`config.mk`:
```
export PLATFORM = sky130hd
export DESIGN_NAME = cpu_run_controller
export DESIGN_NICKNAME = d
export VERILOG_FILES = /design/src/rtl/cpu_run_controller_pkg.sv /design/src/rtl/cpu_run_controller_sat_counter.sv /design/src/rtl/cpu_run_controller.sv
export SDC_FILE = /design/constraint.sdc
export NUM_CORES = 1
export LEC_CHECK = 0
export ABC_AREA = 0
export CAP_MARGIN = 25
export CELL_PAD_IN_SITES_DETAIL_PLACEMENT = 1
export CELL_PAD_IN_SITES_GLOBAL_PLACEMENT = 1
export CORE_MARGIN = 1.5
export CORE_UTILIZATION = 35
export DETAILED_ROUTE_END_ITERATION = 10
export PLACE_DENSITY_LB_ADDON = 0.12
export SYNTH_ARGS = -nofsm -noshare
export SYNTH_HDL_FRONTEND = slang
export SYNTH_HIERARCHICAL = 1
export SYNTH_SLANG_ARGS = --single-unit
```
`constraint.sdc`:
```
create_clock -name clk -period 8.7 [get_ports clk]
set_input_delay 1.305 -clock clk [delete_from_list [all_inputs] [get_ports clk]]
set_output_delay 1.305 -clock clk [all_outputs]
set_load 0.02 [all_outputs]
```
`src/rtl/cpu_run_controller_pkg.sv`:
```
// Shared types for the core run controller: FSM state encoding, load-command
// priority, and the instruction-RAM word capacity.
package cpu_ctrl_pkg;

  typedef enum logic [2:0] {
    ST_IDLE   = 3'd0,
    ST_LOAD   = 3'd1,
    ST_RESET  = 3'd2,
    ST_READY  = 3'd3,
    ST_RUN    = 3'd4,
    ST_STEP   = 3'd5,
    ST_HALTED = 3'd6,
    ST_FAULT  = 3'd7
  } state_e;

  // Higher encoding wins when several host commands arrive together.
  typedef enum logic [1:0] {
    CMD_NONE = 2'd0,
    CMD_RUN  = 2'd1,
    CMD_STEP = 2'd2,
    CMD_LOAD = 2'd3
  } cmd_e;

  function automatic int unsigned max_words(input int unsigned addr_width);
    return 32'd1 << (addr_width - 2);
  endfunction

  function automatic cmd_e pick_cmd(input logic load, input logic step, input logic run);
    if (load) return CMD_LOAD;
    if (step) return CMD_STEP;
    if (run)  return CMD_RUN;
    return CMD_NONE;
  endfunction

endpackage

```
`src/rtl/cpu_run_controller_sat_counter.sv`:
```
// Up-counter with synchronous clear (dominant) and enable; holds at all-ones.
module sat_counter #(
  parameter int W = 32
) (
  input  logic         clk,
  input  logic         rst,
  input  logic         clr,
  input  logic         en,
  output logic [W-1:0] cnt
);

  logic [W-1:0] cnt_q, cnt_d;

  always_comb begin
    cnt_d = cnt_q;
    if (clr)                      cnt_d = '0;
    else if (en && (cnt_q != '1)) cnt_d = cnt_q + W'(1);
  end

  always_ff @(posedge clk or negedge rst) begin
    if (!rst) cnt_q <= '0;
    else      cnt_q <= cnt_d;
  end

  assign cnt = cnt_q;

endmodule

```
`src/rtl/cpu_run_controller.sv`:
```
// Run controller for the pipelined core: program load into instruction RAM,
// core reset sequencing, and free-run / bounded-run / single-step fetch gating.
module cpu_run_controller
  import cpu_ctrl_pkg::*;
#(
  parameter int ADDR_WIDTH   = 16,
  parameter int RESET_CYCLES = 4,
  parameter int CNT_WIDTH    = 32
) (
  input  logic                  clk,
  input  logic                  rst,
  input  logic                  load_start,
  input  logic                  load_valid,
  input  logic [31:0]           load_data,
  output logic                  load_ready,
  input  logic                  load_done,
  input  logic                  run_start,
  input  logic                  step_req,
  input  logic                  halt_req,
  input  logic [CNT_WIDTH-1:0]  run_limit,
  input  logic                  data_access_fault_exception,
  output logic                  debug_enable,
  output logic                  core_rst,
  output logic                  instruction_write,
  output logic [31:0]           instruction_in,
  output logic [2:0]            state,
  output logic [ADDR_WIDTH-2:0] load_count,
  output logic [CNT_WIDTH-1:0]  cycle_count,
  output logic                  load_overflow
);

  localparam int LW = ADDR_WIDTH - 1;
  localparam int RW = $clog2(RESET_CYCLES + 1);
  localparam logic [LW-1:0] MAX_CNT  = LW'(max_words(ADDR_WIDTH));
  localparam logic [RW-1:0] RST_INIT = RW'(RESET_CYCLES - 1);

  state_e           state_q, state_d;
  cmd_e             cmd;
  logic [RW-1:0]    rst_cnt_q, rst_cnt_d;
  logic [LW-1:0]    load_count_q, load_count_d;
  logic             load_overflow_q, load_overflow_d;
  logic             load_ready_q, load_ready_d;
  logic             instruction_write_q, instruction_write_d;
  logic [31:0]      instruction_in_q, instruction_in_d;
  logic             debug_enable_q, debug_enable_d;
  logic             core_rst_q, core_rst_d;
  logic [CNT_WIDTH-1:0] run_cnt;
  logic             run_hit, accept, fault;

  assign fault  = data_access_fault_exception;
  assign accept = (state_q == ST_LOAD) && load_valid && load_ready_q;
  // run_cnt holds enabled cycles already completed in this run, so the current
  // cycle is the last one when run_cnt + 1 reaches the budget.
  assign run_hit = (run_limit != '0) &&
                   (({1'b0, run_cnt} + (CNT_WIDTH+1)'(1)) == {1'b0, run_limit});

  always_comb begin
    state_d   = state_q;
    rst_cnt_d = rst_cnt_q;
    cmd       = pick_cmd(load_start, step_req, run_start);
    case (state_q)
      ST_IDLE:  if (load_start) state_d = ST_LOAD;
      ST_LOAD:  if (load_done)  state_d = ST_RESET;
      ST_RESET: begin
        if (rst_cnt_q == '0) state_d = ST_READY;
        else                 rst_cnt_d = rst_cnt_q - RW'(1);
      end
      ST_READY, ST_HALTED: begin
        if ((state_q == ST_HALTED) && fault) state_d = ST_FAULT;
        else begin
          case (cmd)
            CMD_LOAD: state_d = ST_LOAD;
            CMD_STEP: state_d = ST_STEP;
            CMD_RUN:  state_d = ST_RUN;
            default:  state_d = state_q;
          endcase
        end
      end
      ST_RUN: begin
        if (fault)                    state_d = ST_FAULT;
        else if (halt_req || run_hit) state_d = ST_HALTED;
      end
      ST_STEP:  state_d = fault ? ST_FAULT : ST_HALTED;
      ST_FAULT: if (load_start) state_d = ST_LOAD;
      default:  state_d = ST_IDLE;
    endcase
    if ((state_d == ST_RESET) && (state_q != ST_RESET)) rst_cnt_d = RST_INIT;
  end

  always_comb begin
    load_count_d        = load_count_q;
    load_overflow_d     = load_overflow_q;
    instruction_write_d = accept;
    instruction_in_d    = accept ? load_data : instruction_in_q;
    if ((state_d == ST_LOAD) && (state_q != ST_LOAD)) begin
      load_count_d    = '0;
      load_overflow_d = 1'b0;
    end else if (accept) begin
      load_count_d = load_count_q + LW'(1);
    end else if ((state_q == ST_LOAD) && load_valid && (load_count_q == MAX_CNT)) begin
      load_overflow_d = 1'b1;
    end
    // Registered from next-cycle values so ready drops right after the last slot fills.
    load_ready_d   = (state_d == ST_LOAD) && (load_count_d < MAX_CNT);
    debug_enable_d = (state_d == ST_RUN) || (state_d == ST_STEP);
    core_rst_d     = (state_d == ST_IDLE) || (state_d == ST_LOAD) || (state_d == ST_RESET);
  end

  always_ff @(posedge clk or negedge rst) begin
    if (!rst) begin
      state_q             <= ST_IDLE;
      rst_cnt_q           <= '0;
      load_count_q        <= '0;
      load_overflow_q     <= 1'b0;
      load_ready_q        <= 1'b0;
      instruction_write_q <= 1'b0;
      instruction_in_q    <= '0;
      debug_enable_q      <= 1'b0;
      core_rst_q          <= 1'b1;
    end else begin
      state_q             <= state_d;
      rst_cnt_q           <= rst_cnt_d;
      load_count_q        <= load_count_d;
      load_overflow_q     <= load_overflow_d;
      load_ready_q        <= load_ready_d;
      instruction_write_q <= instruction_write_d;
      instruction_in_q    <= instruction_in_d;
      debug_enable_q      <= debug_enable_d;
      core_rst_q          <= core_rst_d;
    end
  end

  sat_counter #(.W(CNT_WIDTH)) u_cycle_cnt (
    .clk (clk),
    .rst (rst),
    .clr ((state_d == ST_RESET) && (state_q != ST_RESET)),
    .en  (debug_enable_q),
    .cnt (cycle_count)
  );

  sat_counter #(.W(CNT_WIDTH)) u_run_cnt (
    .clk (clk),
    .rst (rst),
    .clr ((state_d == ST_RUN) && (state_q != ST_RUN)),
    .en  (state_q == ST_RUN),
    .cnt (run_cnt)
  );

  assign state             = state_q;
  assign load_count        = load_count_q;
  assign load_overflow     = load_overflow_q;
  assign load_ready        = load_ready_q;
  assign instruction_write = instruction_write_q;
  assign instruction_in    = instruction_in_q;
  assign debug_enable      = debug_enable_q;
  assign core_rst          = core_rst_q;

endmodule
```
==> impl_metrics.tcl, run 1 <==
set metrics [dict create \
    outcome "completed" \
    synth.distinct_cells 62 \
    io_buffers 159 \
    dp_slack_ns 4.410 \
    hold_viol 0 \
    cp_top_family "buffers and inverters" \
    start_kind "input port" \
    fillers 2453 \
    finalSetupViolations 0 \
    place_congestion 0.8248 \
    cts_buffers 17 \
    register_area_mm2 0.003054 \
    seq_area_frac_synth 0.4072 \
    r2r_start "state[0]$_DFF_PN0_" \
    ant_nets 0 \
    ir_worst_vdd_mv 0.1437 \
    clock_power_share 0.310 \
    grt_pass1_vias 6791 \
    slew_viol_final 0 \
    fin_ws_ns 4.857 \
    synthXorXnorAreaFrac 0.1004 \
    ctsLongestPathBuffers 2 \
    synth-async-reset-ratio 1.000 \
    cts.sinks 122 \
    tightest_slew_ns 0.7996 \
    max_freq_mhz 260.2 \
    cts_setup_buffers 0 \
    cts_tree "done" \
    netlist_area_mm2 0.007500 \
    r2r_setup_slack_ns 5.18 \
    dr.first_iter.drc_count 302 \
    synth_compound_area_frac 0.1028 \
    htreeDepth 4 \
    ys_ff_latch 122 \
    syn_nets 943 \
    ctsResizeCount 0 \
    cts-root-buf "clkbuf_16" \
    slew_headroom 0.4658 \
    seqPwrFrac 0.349 \
    grtUsageTotal 0.2046 \
    finalPower_uw 2553 \
    grt_pass1_wl_um 36210 \
    min_period_ns 3.843 \
    p_per_area_mw_per_mm2 254.4 \
    rr_endpoint "load_ready$_DFF_PN0_" \
    min_to "instruction_in[10]$_DFFE_PN0P_" \
    dp.cells 1275 \
    die_area_mm2 0.02231 \
    synth_edf_count 0 \
    fin_skew_ns 0.01367 \
    n_antenna_cell 0 \
    end_kind "flop" \
    ctsHoldBuffers 0 \
    vias_per_cell 5.347 \
    cp_slowest_cell "clkdlybuf4s50_1" \
    p_switching_uw 929.0 \
    synth_top_area_share 0.4037 \
    synth_top_family_by_area "simple AND/OR/NAND/NOR gates" \
    synth_flop_cell "dfrtp_1" \
    fin_crit_sh 0.4417 \
    swShare 0.3640 \
    area_delta_synth_final_pct 33.78 \
    holdPathStages 2 \
    combPwrFrac 0.341 \
    rsz0062_at_grt "no" \
    cp_slowest_stage_delay_ns 0.58 \
    crit_chain "clkdlybuf4s50_1 -> nor2_1 -> ha_1 -> nand2b_1 -> o21a_1 -> o22a_1 -> nor2_1 -> and3_1 -> buf_4 -> nand2b_1 -> a21oi_1 -> a31o_2" \
    gr-total-overflow 0 \
    yosys_warnings 6 \
    start_util 0.3568 \
    drive_above_1_share 0.07648 \
    synth_mux_area_frac 0.02836 \
    insertion_delay_ns 0.42 \
    dp_hpwl_um 16000 \
    synthAdderAreaFrac 0.01335 \
    yosysTopAreaCell "dfrtp_1" \
    antenna_found_initial 0 \
    drt_first_pass_iters 4 \
    clk_pin_slew_ns 0.06 \
    drc 0 \
    p_int_uw 1624 \
    postRouteWirelength_um 22030 \
    setup_tns_ns 0 \
    core_mm2 0.02102 \
    syn_area_per_cell_um2 8.700 \
    reg2reg_depth 10 \
    cp.required_ns 9.00 \
    critPathKind "in -> reg" \
    avgRoutedWirePerCell_um 16.84 \
    min_from "instruction_in[10]$_DFFE_PN0P_" \
    nets 1101 \
    synthSimpleGateAreaFrac 0.3161 \
    syn_inst 862 \
    vias 6994 \
    ys_top_cells_by_area "dfrtp_1 40%, nand2_1 7.2%, xnor2_1 6.4%, nor2_1 4.4%, xor2_1 3.6%" \
    arrival_ns 4.15 \
    drv_cap 0 \
    cp_num_buf_inv 2 \
    boundaryPins 160 \
    row_count 53 \
    fp.dieW_um 149.4 \
    grt_max_degree 63 \
    p_leak_uw 0.004129 \
    hold_path.class "reg -> reg" \
    chipHeight_um 149.4 \
    crit_fanout 40 \
    multi_input_area_mm2 0.004208 \
    fin_cells 1308 \
]
[cell type report]
| type | instances | share of cell area |
|---|---|---|
| clock buffer | 21 | 0.04689 |
| clock inverter | 11 | 0.01908 |
| inverter | 33 | 0.01235 |
| multi-input combinational | 680 | 0.4194 |
| sequential | 122 | 0.3044 |
| tap | 275 | 0.03429 |
| timing repair buffer | 166 | 0.1636 |
[stage by stage]
| stage | utilization | hold slack, ns | cell area, um^2 |
|---|---|---|---|
| 6_report | 0.4773 | 0.4722 | 10030 |
| 5_1_grt | 0.4773 | 0.4938 | 10030 |
| 4_1_cts | 0.4769 | 0.4780 | 10030 |
| 3_5_place_dp | 0.4455 | 0.4635 | 9364 |
| 3_3_place_gp | 0.4455 | 0.4578 | 9364 |
| 2_1_floorplan | - | 0.4778 | 7500 |
[placed cells by master (no fill, tap or decap), types with 10 or more instances in the layout]
| cell | count |
|---|---|
| nor2b_1 | 14 |
| and3_1 | 21 |
| or3_1 | 12 |
| xnor2_1 | 55 |
| nor3_1 | 14 |
| or4_1 | 12 |
| mux2_2 | 10 |
| nand4_1 | 31 |
| nor4_1 | 23 |
| xor2_1 | 31 |
| nand2_1 | 143 |
| inv_1 | 33 |
| a211oi_1 | 13 |
| clkdlybuf4s50_1 | 158 |
| nor2_1 | 88 |
| a21oi_1 | 31 |
| o21ai_0 | 16 |
| nand2b_1 | 13 |
| dfrtp_1 | 121 |
| clkbuf_16 | 17 |
| nand3_1 | 43 |
[state kept, by name, summed over array words and instances (netlist names)]
register and flops:
u_run_cnt/cnt 32, state 3, instruction_in 32, u_cycle_cnt/cnt 32, instruction_write 1, load_ready 1
load_count 15, rst_cnt_q 3, load_overflow 1, debug_enable 1, core_rst 1
[routing by layer]
metal | GRT usage | vias up | part of all wire
met3 | 0.03456 | 20 | 0.040
met1 | 0.2857 | 3458 | 0.48
met2 | 0.3200 | 150 | 0.47
li1 | - | 3366 | -
met4 | 0.06782 | 0 | 0.016
met5 | 0 | - | 0
[how the worst max path moves through the flow]
stage,from,end,cells past startpoint
2_1_floorplan,step_req,u_run_cnt/cnt[20]$_DFFE_PN0P_,11
3_3_place_gp,load_start,load_count[3]$_DFFE_PN0P_,10
3_5_place_dp,load_start,load_count[6]$_DFFE_PN0P_,10
4_1_cts,load_start,load_count[2]$_DFFE_PN0P_,10
5_1_grt,load_start,u_run_cnt/cnt[8]$_DFFE_PN0P_,12
6_report,load_start,u_run_cnt/cnt[8]$_DFFE_PN0P_,12
[cell families after synthesis]
logic type,count (synthesis)
buffers and inverters,60
multiplexers,19
AO/OA/AOI/OAI,112
flip-flops,122
adder cells (fa/ha/maj),8
AND/OR/NAND/NOR,455
XOR/XNOR,86
[synth_stat cells (all sizes together) (17+ instances only)]
master	n
inv	33
nand2	143
nor4	31
clkbuf	21
xnor2	55
a21oi	31
nor2	88
xor2	31
o21ai	17
nand4	33
dfrtp	121
and3	23
nand3	46
[power by group through the flow]
stage	registers (uW)	logic [uW]	clock network, uW
floorplan	948	428	0
global placement	895	855	0
detailed placement	899	873	0
CTS	891	877	809
global route	920	969	831
finish	890	871	792
[tightest hold or removal path: cells and delay by family, from the launching register on]
kind	cells	cell delay (ns)
DFF	1	0.34
and+or+nand+nor	2	0.10
Note: power is estimated with default switching activity, not from simulation.
==> inputs of run 2 (changes only) <==
==> constraint.sdc (replaced) <==
create_clock -name clk -period 3.1 [get_ports clk]
set_input_delay 0.465 -clock clk [delete_from_list [all_inputs] [get_ports clk]]
set_output_delay 0.465 -clock clk [all_outputs]
set_load 0.02 [all_outputs]
==> impl_metrics.tcl, run 2 (synthesis results as in run 1) <==
set metrics [dict create \
    hold_viol 0 \
    p_per_area_mw_per_mm2 701.0 \
    area_delta_synth_final_pct 36.67 \
    hold_ws_ns 0.07282 \
    ant_nets 0 \
    place_area_mm2 0.009637 \
    vias_per_cell 5.261 \
    drive_above_1_share 0.1042 \
    finalSetupViolations 0 \
    drc 0 \
    chipHeight_um 149.4 \
    dp_slack_ns 0.02475 \
    seqPwrFrac 0.331 \
    insertion_delay_ns 0.41 \
    p_leak_uw 0.004273 \
    slew_viol_final 0 \
    nets 1133 \
    row_count 53 \
    hold_path.class "in -> async" \
    arrival_ns 3.21 \
    ctsHoldBuffers 0 \
    min_period_ns 2.911 \
    grt_max_degree 60 \
    stdcell_area_mm2 0.01025 \
    cts_setup_buffers 0 \
    postRouteWirelength_um 22630 \
    rsz0062_at_grt "no" \
    layout_commonest_cell "clkdlybuf4s50_1" \
    most-common-layout-cells "158 x clkdlybuf4s50_1, 143 x nand2_1, 121 x dfrtp_1" \
    dr.first_iter.drc_count 283 \
    p_int_uw 4507 \
    max_freq_mhz 343.5 \
    fp.dieW_um 149.4 \
    end_kind "flop" \
    grtUsageTotal 0.2118 \
    antenna_found_initial 0 \
    ir_worst_vdd_mv 0.3591 \
    swShare 0.3728 \
    grt_pass1_wl_um 37630 \
    die_area_mm2 0.02231 \
    core_mm2 0.02102 \
    cts_tree "done" \
    cts_buffers 17 \
    critPathKind "reg -> reg" \
    cts-root-buf "clkbuf_16" \
    ctsLongestPathBuffers 2 \
    outcome "completed" \
    finalPower_uw 7185 \
    dp_hpwl_um 16860 \
    vias 7050 \
    r2r_start "u_run_cnt/cnt[3]$_DFFE_PN0P_" \
    setup_tns_ns 0 \
    cp.required_ns 3.40 \
    clk_pin_slew_ns 0.06 \
    ctsResizeCount 0 \
    fin_ws_ns 0.1886 \
    fin_crit_sh 0.9392 \
    gr-total-overflow 0 \
    start_kind "flop" \
    io_buffers 159 \
    fin_skew_ns 0.007964 \
    drt_first_pass_iters 4 \
    clock_power_share 0.285 \
    crit_start "u_run_cnt/cnt[3]$_DFFE_PN0P_" \
    n_antenna_cell 0 \
    slew_headroom 0.5448 \
    crit_fanout 11 \
    combPwrFrac 0.384 \
    htreeDepth 4 \
    start_util 0.3568 \
    place_congestion 0.8336 \
    grt_pass1_vias 7213 \
    boundaryPins 160 \
    p_switching_uw 2678 \
    tightest_slew_ns 0.6771 \
    drv_cap 0 \
    cts.sinks 122 \
    avgRoutedWirePerCell_um 16.89 \
]
## run 2: changes by cell type in the layout (fill, tap and decap cells not counted)
| cell | delta |
|---|---|
| clkinv_4 | +4 |
| buf_4 | +30 |
| clkinv_2 | -1 |
| clkbuf_8 | -2 |
| inv_6 | +1 |
| buf_12 | +2 |
| bufinv_16 | -2 |
## run 2: path summary, 6_finish.rpt
kind | endpoint | slack [ns] | cells past startpoint
worst max-delay path | debug_enable$_DFF_PN0_ | 0.19 | 6
worst min-delay path | u_cycle_cnt/cnt[15]$_DFFE_PN0P_ | 0.07 | 1
worst max register to register | debug_enable$_DFF_PN0_ | 0.19 | 6
worst min register to register | instruction_in[28]$_DFFE_PN0P_ | 0.47 | 2
max in group asynchronous | core_rst$_DFF_PN1_ | 2.24 | 2
min in group clk | instruction_in[28]$_DFFE_PN0P_ | 0.47 | 2
## run 2: critical path, cell delays in order, from the launching register on
cell,delay [ns]
dfrtp_1,0.54
nand3_1,0.22
or4_1,0.53
mux2i_1,0.13
or4_1,0.52
or4_1,0.59
o221a_1,0.25
## run 2: power by group through the flow
stage,registers [uW],clock network (uW),logic [uW]
2_1_floorplan,2660,0,1200
3_3_place_gp,2380,0,2730
3_5_place_dp,2400,0,2790
4_1_cts,2380,2100,2800
5_1_grt,2440,2180,3070
6_report,2380,2050,2760
## run 2: layout make-up
class                           instances  area [um^2]
Fill cell                            2482        10770
Timing Repair Buffer                  198         1907
Clock inverter                         13        170.2
Clock buffer                           19        442.9
Tap cell                              275        344.1
Multi-Input combinational cell        680         4208
Inverter                               33        123.9
Sequential cell                       122         3054
## run 2: per-stage QoR
stage,utilization,std cells
final,0.4876,1340
after global routing,0.4876,1340
after CTS,0.4876,1340
after detailed placement,0.4584,1308
after global placement,0.4584,1308
after floorplan,-,862
## run 2: metal layers
metal / wire (um) / GRT usage / part of all wire
met3: 638 / 0.03211 / 0.028
met2: 10610 / 0.3406 / 0.47
met4: 274 / 0.05149 / 0.012
met5: 0 / 0 / 0
met1: 11110 / 0.2979 / 0.49
==> edit 1, RTL diff (config.mk and constraints of run 1) <==
Add an input register stage for `run_limit`; this delays it by one clock. The other inputs are not delayed to match.
--- a/src/rtl/cpu_run_controller.sv
+++ b/src/rtl/cpu_run_controller.sv
@@ -35,4 +35,10 @@
   localparam logic [RW-1:0] RST_INIT = RW'(RESET_CYCLES - 1);
 
+  logic [CNT_WIDTH-1:0] run_limit_q;
+
+  always_ff @(posedge clk) begin
+    run_limit_q <= run_limit;
+  end
+
   state_e           state_q, state_d;
   cmd_e             cmd;
@@ -52,6 +58,6 @@
   // run_cnt holds enabled cycles already completed in this run, so the current
   // cycle is the last one when run_cnt + 1 reaches the budget.
-  assign run_hit = (run_limit != '0) &&
-                   (({1'b0, run_cnt} + (CNT_WIDTH+1)'(1)) == {1'b0, run_limit});
+  assign run_hit = (run_limit_q != '0) &&
+                   (({1'b0, run_cnt} + (CNT_WIDTH+1)'(1)) == {1'b0, run_limit_q});
 
   always_comb begin
Behaviour: not the same (Yosys sat finds a counterexample within 10 cycles, from zero or initial values and one cycle with rst low).
==> edit 1 against run 1 <==
Sequential share of layout area is 3.5 points higher; hold slack better by 0.0015 ns; design area up 8.5%; register-to-register slack improved by 0.09 ns; sequential cell count grew 32; total power grew 6.8%; critical path type unchanged; fmax grew 0.80%; clock skew down 0.0037 ns; global-route usage is 0.088 points lower; non-clock buffer count did not move; setup slack gained 0.031 ns; synthesized area rose by 11%; wire length is 8.3% higher.
==> edit 1: results (changes against run 1) <==
metric	value	unit	change
grt_max_degree	69		was 63
grt_first_pass_wirelength	39.8	mm	was 36.2 mm
yosysUniqueCellTypes	72		was 62
min_to	instruction_in[21]		was instruction_in[10]
synth_nets	996		was 943
synthArstFlopShare	79.2	%	was 100%
setup.worst_path.start	step_req		was load_start
p_int	1.75	mW	was 1.62 mW
power	2.73	mW	was 2.55 mW
dp_hpwl	17.3	mm	was 16.0 mm
ff2ff_path_depth	8		was 10
r2r_start	u_run_cnt/cnt[4]		was state[0]
status	complete, no violations		unchanged
synth_area_leaders	dfrtp_1 36%, dfxtp_1 7.7%, nand2_1 6.2%		was dfrtp_1 40%, nand2_1 7.2%, xnor2_1 6.4%
final_layout_size_suffix_gt1_share	8.13	%	was 7.65%
holdWs	0.474	ns	was 0.472 ns
netlist_top_cells_count	137 x nand2_1, 121 x dfrtp_1, 85 x nor2_1		was 143 x nand2_1, 121 x dfrtp_1, 88 x nor2_1
grt_pass1_vias	7479		was 6791
relSlewSlack	40.6	%	was 46.6%
post_drt_wl_per_cell	17.0	microns	was 16.8 microns
finClkSkew	0.00998	ns	was 0.0137 ns
nets	1150		was 1101
dp_slack	4.47	ns	was 4.41 ns
p_seq	1.04	mW	was 0.890 mW
power_clock	0.837	mW	was 0.792 mW
first_iter_violations	338		was 302
viasPerCell	5.28		was 5.35
dp_cells	1369		was 1275
n_fill_cell	2764		was 2453
netlist_instances	915		was 862
r2r_setup_slack	5.27	ns	was 5.18 ns
==> edit 1: changes by cell type after synthesis, moves of 4 or more <==
| cell | run 1 | this run |
|---|---|---|
| and3_1 | 21 | 26 |
| nand2b_1 | 13 | 9 |
| nand3_1 | 43 | 47 |
| dfxtp_1 | 0 | 32 |
| nor3_1 | 14 | 21 |
| o31ai_1 | 6 | 10 |
| xnor2_1 | 55 | 46 |
| nand2_1 | 143 | 137 |
| and4_1 | 6 | 10 |
| nand4_1 | 31 | 26 |
| or4_1 | 12 | 7 |
==> edit 1: critical path, stage by stage <==
cell	delay, ns
clkdlybuf4s50_1	0.51
inv_1	0.05
a21oi_1	0.13
ha_1	0.29
o21ai_0	0.13
o311a_1	0.13
nor3_1	0.35
inv_1	0.18
nor3_2	0.20
buf_4	0.40
nand2b_1	0.16
a21oi_1	0.04
a31o_2	0.22
==> edit 1: area by class of cell <==
cell class / instances / area, sq um / share of cell area [%]
Tap cell: 319 / 399 / 3.67
Multi-Input combinational cell: 696 / 4360 / 40.1
Clock buffer: 19 / 443 / 4.07
Timing Repair Buffer: 166 / 1640 / 15.1
Sequential cell: 154 / 3690 / 33.9
Clock inverter: 13 / 216 / 1.99
Inverter: 34 / 128 / 1.17
==> edit 1: logic make-up (layout without fill, tap and decap cells) <==
family / Yosys count / after routing / synth area share [%]
compound gates: 130 / 130 / 10.9
xor+xnor: 76 / 76 / 8.01
fa+ha+maj: 8 / 8 / 1.20
buf+inv: 65 / 232 / 3.12
flops: 154 / 154 / 44.5
mux: 17 / 17 / 2.33
simple gates: 465 / 465 / 29.9
==> edit 1: layer usage <==
metal  part of all wire, %  vias to the layer above  global-route usage [%]
li1                      -                     3567                       -
met1                    46                     3678                    27.7
met2                    49                      132                    34.2
met3                   3.6                       24                    2.89
met4                   1.1                        0                    4.90
met5                     0                        -                       0
==> edit 2, RTL diff (settings of run 1) <==
Made on the original files. `ADDR_WIDTH`: 16 -> 14.
--- a/src/rtl/cpu_run_controller.sv
+++ b/src/rtl/cpu_run_controller.sv
@@ -4,5 +4,5 @@
   import cpu_ctrl_pkg::*;
 #(
-  parameter int ADDR_WIDTH   = 16,
+  parameter int ADDR_WIDTH   = 14,
   parameter int RESET_CYCLES = 4,
   parameter int CNT_WIDTH    = 32
Interface: changed (resized load_count); port bits go from 160 to 158. No check against the original RTL was run, so the function may have changed too.
==> edit 2 against run 1 <==
Sequential cell count decreased by 2; clock skew fell by 0.0059 ns; register-to-register slack better by 0.26 ns; sequential power increased by 9.3%; die area fell by 0.68%; setup slack improved by 0.20 ns; design area decreased by 1.3%; synthesized area decreased by 0.70%; wire length shrank 3.3%; synthesized cell count is 0.93% lower; total power up 1.0%; global-route usage is 0.70 points lower; fmax rose by 5.4%; largest cell class unchanged; highest routed layer unchanged.
==> edit 2: results (changes against run 1) <==
metric	value	unit	change
status	complete, no violations		unchanged
diodes	0		unchanged
fin_tns_setup	0	ns	unchanged
first_iter_violations	256		was 302
vias	6884		was 6994
critPathMaxStageDelay	0.54	ns	was 0.58 ns
port_buffers	157		was 159
drtAntennaViolNets	0		unchanged
gp_congestion	0.778		was 0.825
grt_first_pass_wirelength	34.9	mm	was 36.2 mm
nets	1088		was 1101
ctsResizeCount	0		unchanged
final_layout_size_suffix_gt1_share	8.82	%	was 7.65%
post_cts_buffers	0		unchanged
viasPerCell	5.32		was 5.35
dp_slack	4.18	ns	was 4.41 ns
cp_top_family	buffers and inverters		unchanged
yosysSeqAreaShare	40.3	%	was 40.7%
worst_pin_slew	0.742	ns	was 0.800 ns
powerDensity	260	mW/mm^2	was 254 mW/mm^2
grt_max_degree	73		was 63
finClkSkew	0.00781	ns	was 0.0137 ns
p_comb	0.897	mW	was 0.871 mW
peakVddDrop	108	uV	was 144 uV
total_leakage_power	4.02	nW	was 4.13 nW
pwr-share-seq	37.7	%	was 34.9%
netlist_top_cells_count	144 x nand2_1, 119 x dfrtp_1, 88 x nor2_1		was 143 x nand2_1, 121 x dfrtp_1, 88 x nor2_1
netlist_instances	854		was 862
critPathArrivalTime	3.96	ns	was 4.15 ns
post_drt_wl_per_cell	16.4	microns	was 16.8 microns
track_usage	19.8	%	was 20.5%
postPlaceCellArea	0.00927	sq mm	was 0.00936 sq mm
switchingPower	1.02	mW	was 0.929 mW
yosysUniqueCellTypes	64		was 62
synth_area_leaders	dfrtp_1 40%, nand2_1 7.3%, xnor2_1 7.1%		was dfrtp_1 40%, nand2_1 7.2%, xnor2_1 6.4%
grt_pass1_vias	6838		was 6791
clockBufferDepth	2		unchanged
dp_hpwl	15.6	mm	was 16.0 mm
n_fill_cell	2446		was 2453
synthArstFlopShare	100	%	unchanged
synth_nets	935		was 943
-- edit 2: cell types whose count changed after synthesis, moves of 5 or more --
cell / change
nand2b_1: -8
inv_1: -7
or4_1: -5
xnor2_1: +5
-- edit 2: kinds of logic after synthesis --
kind of cell / count (synthesis) / synth area share [%]
mux: 18 / 2.74
fa+ha+maj: 8 / 1.34
simple gates: 457 / 32.5
buf+inv: 58 / 3.21
xor+xnor: 87 / 10.2
compound gates: 106 / 9.66
flops: 120 / 40.3
-- edit 2: final cells by class --
| class | count | area, sq um | share of cell area, % |
|---|---|---|---|
| Multi-Input combinational cell | 676 | 4210 | 42.5 |
| Clock buffer | 17 | 425 | 4.30 |
| Sequential cell | 120 | 3000 | 30.3 |
| Clock inverter | 15 | 166 | 1.68 |
| Tap cell | 275 | 344 | 3.48 |
| Inverter | 26 | 97.6 | 0.986 |
| Timing Repair Buffer | 166 | 1650 | 16.7 |
-- edit 2: path summary, 6_finish.rpt --
check | slack, ns | endpoint | cells after the start | startpoint
setup / recovery | 5.05 | u_run_cnt/cnt[5] | 14 | load_start
hold / removal | 0.47 | instruction_in[31] | 2 | instruction_in[31]
setup reg to reg | 5.44 | state[1] | 8 | u_run_cnt/cnt[2]
hold reg to reg | 0.47 | instruction_in[31] | 2 | instruction_in[31]
max in group asynchronous | 6.77 | instruction_in[1] | 3 | rst
min in group asynchronous | 0.91 | u_cycle_cnt/cnt[1] | 1 | rst
-- edit 2: metal layers --
metal / track usage, % / vias to the layer above / wire length (microns)
li1: - / 3328 / -
met1: 25.6 / 3426 / 9780
met2: 34.4 / 111 / 10700
met3: 2.84 / 19 / 525
met4: 5.45 / 0 / 277
met5: 0 / - / 0
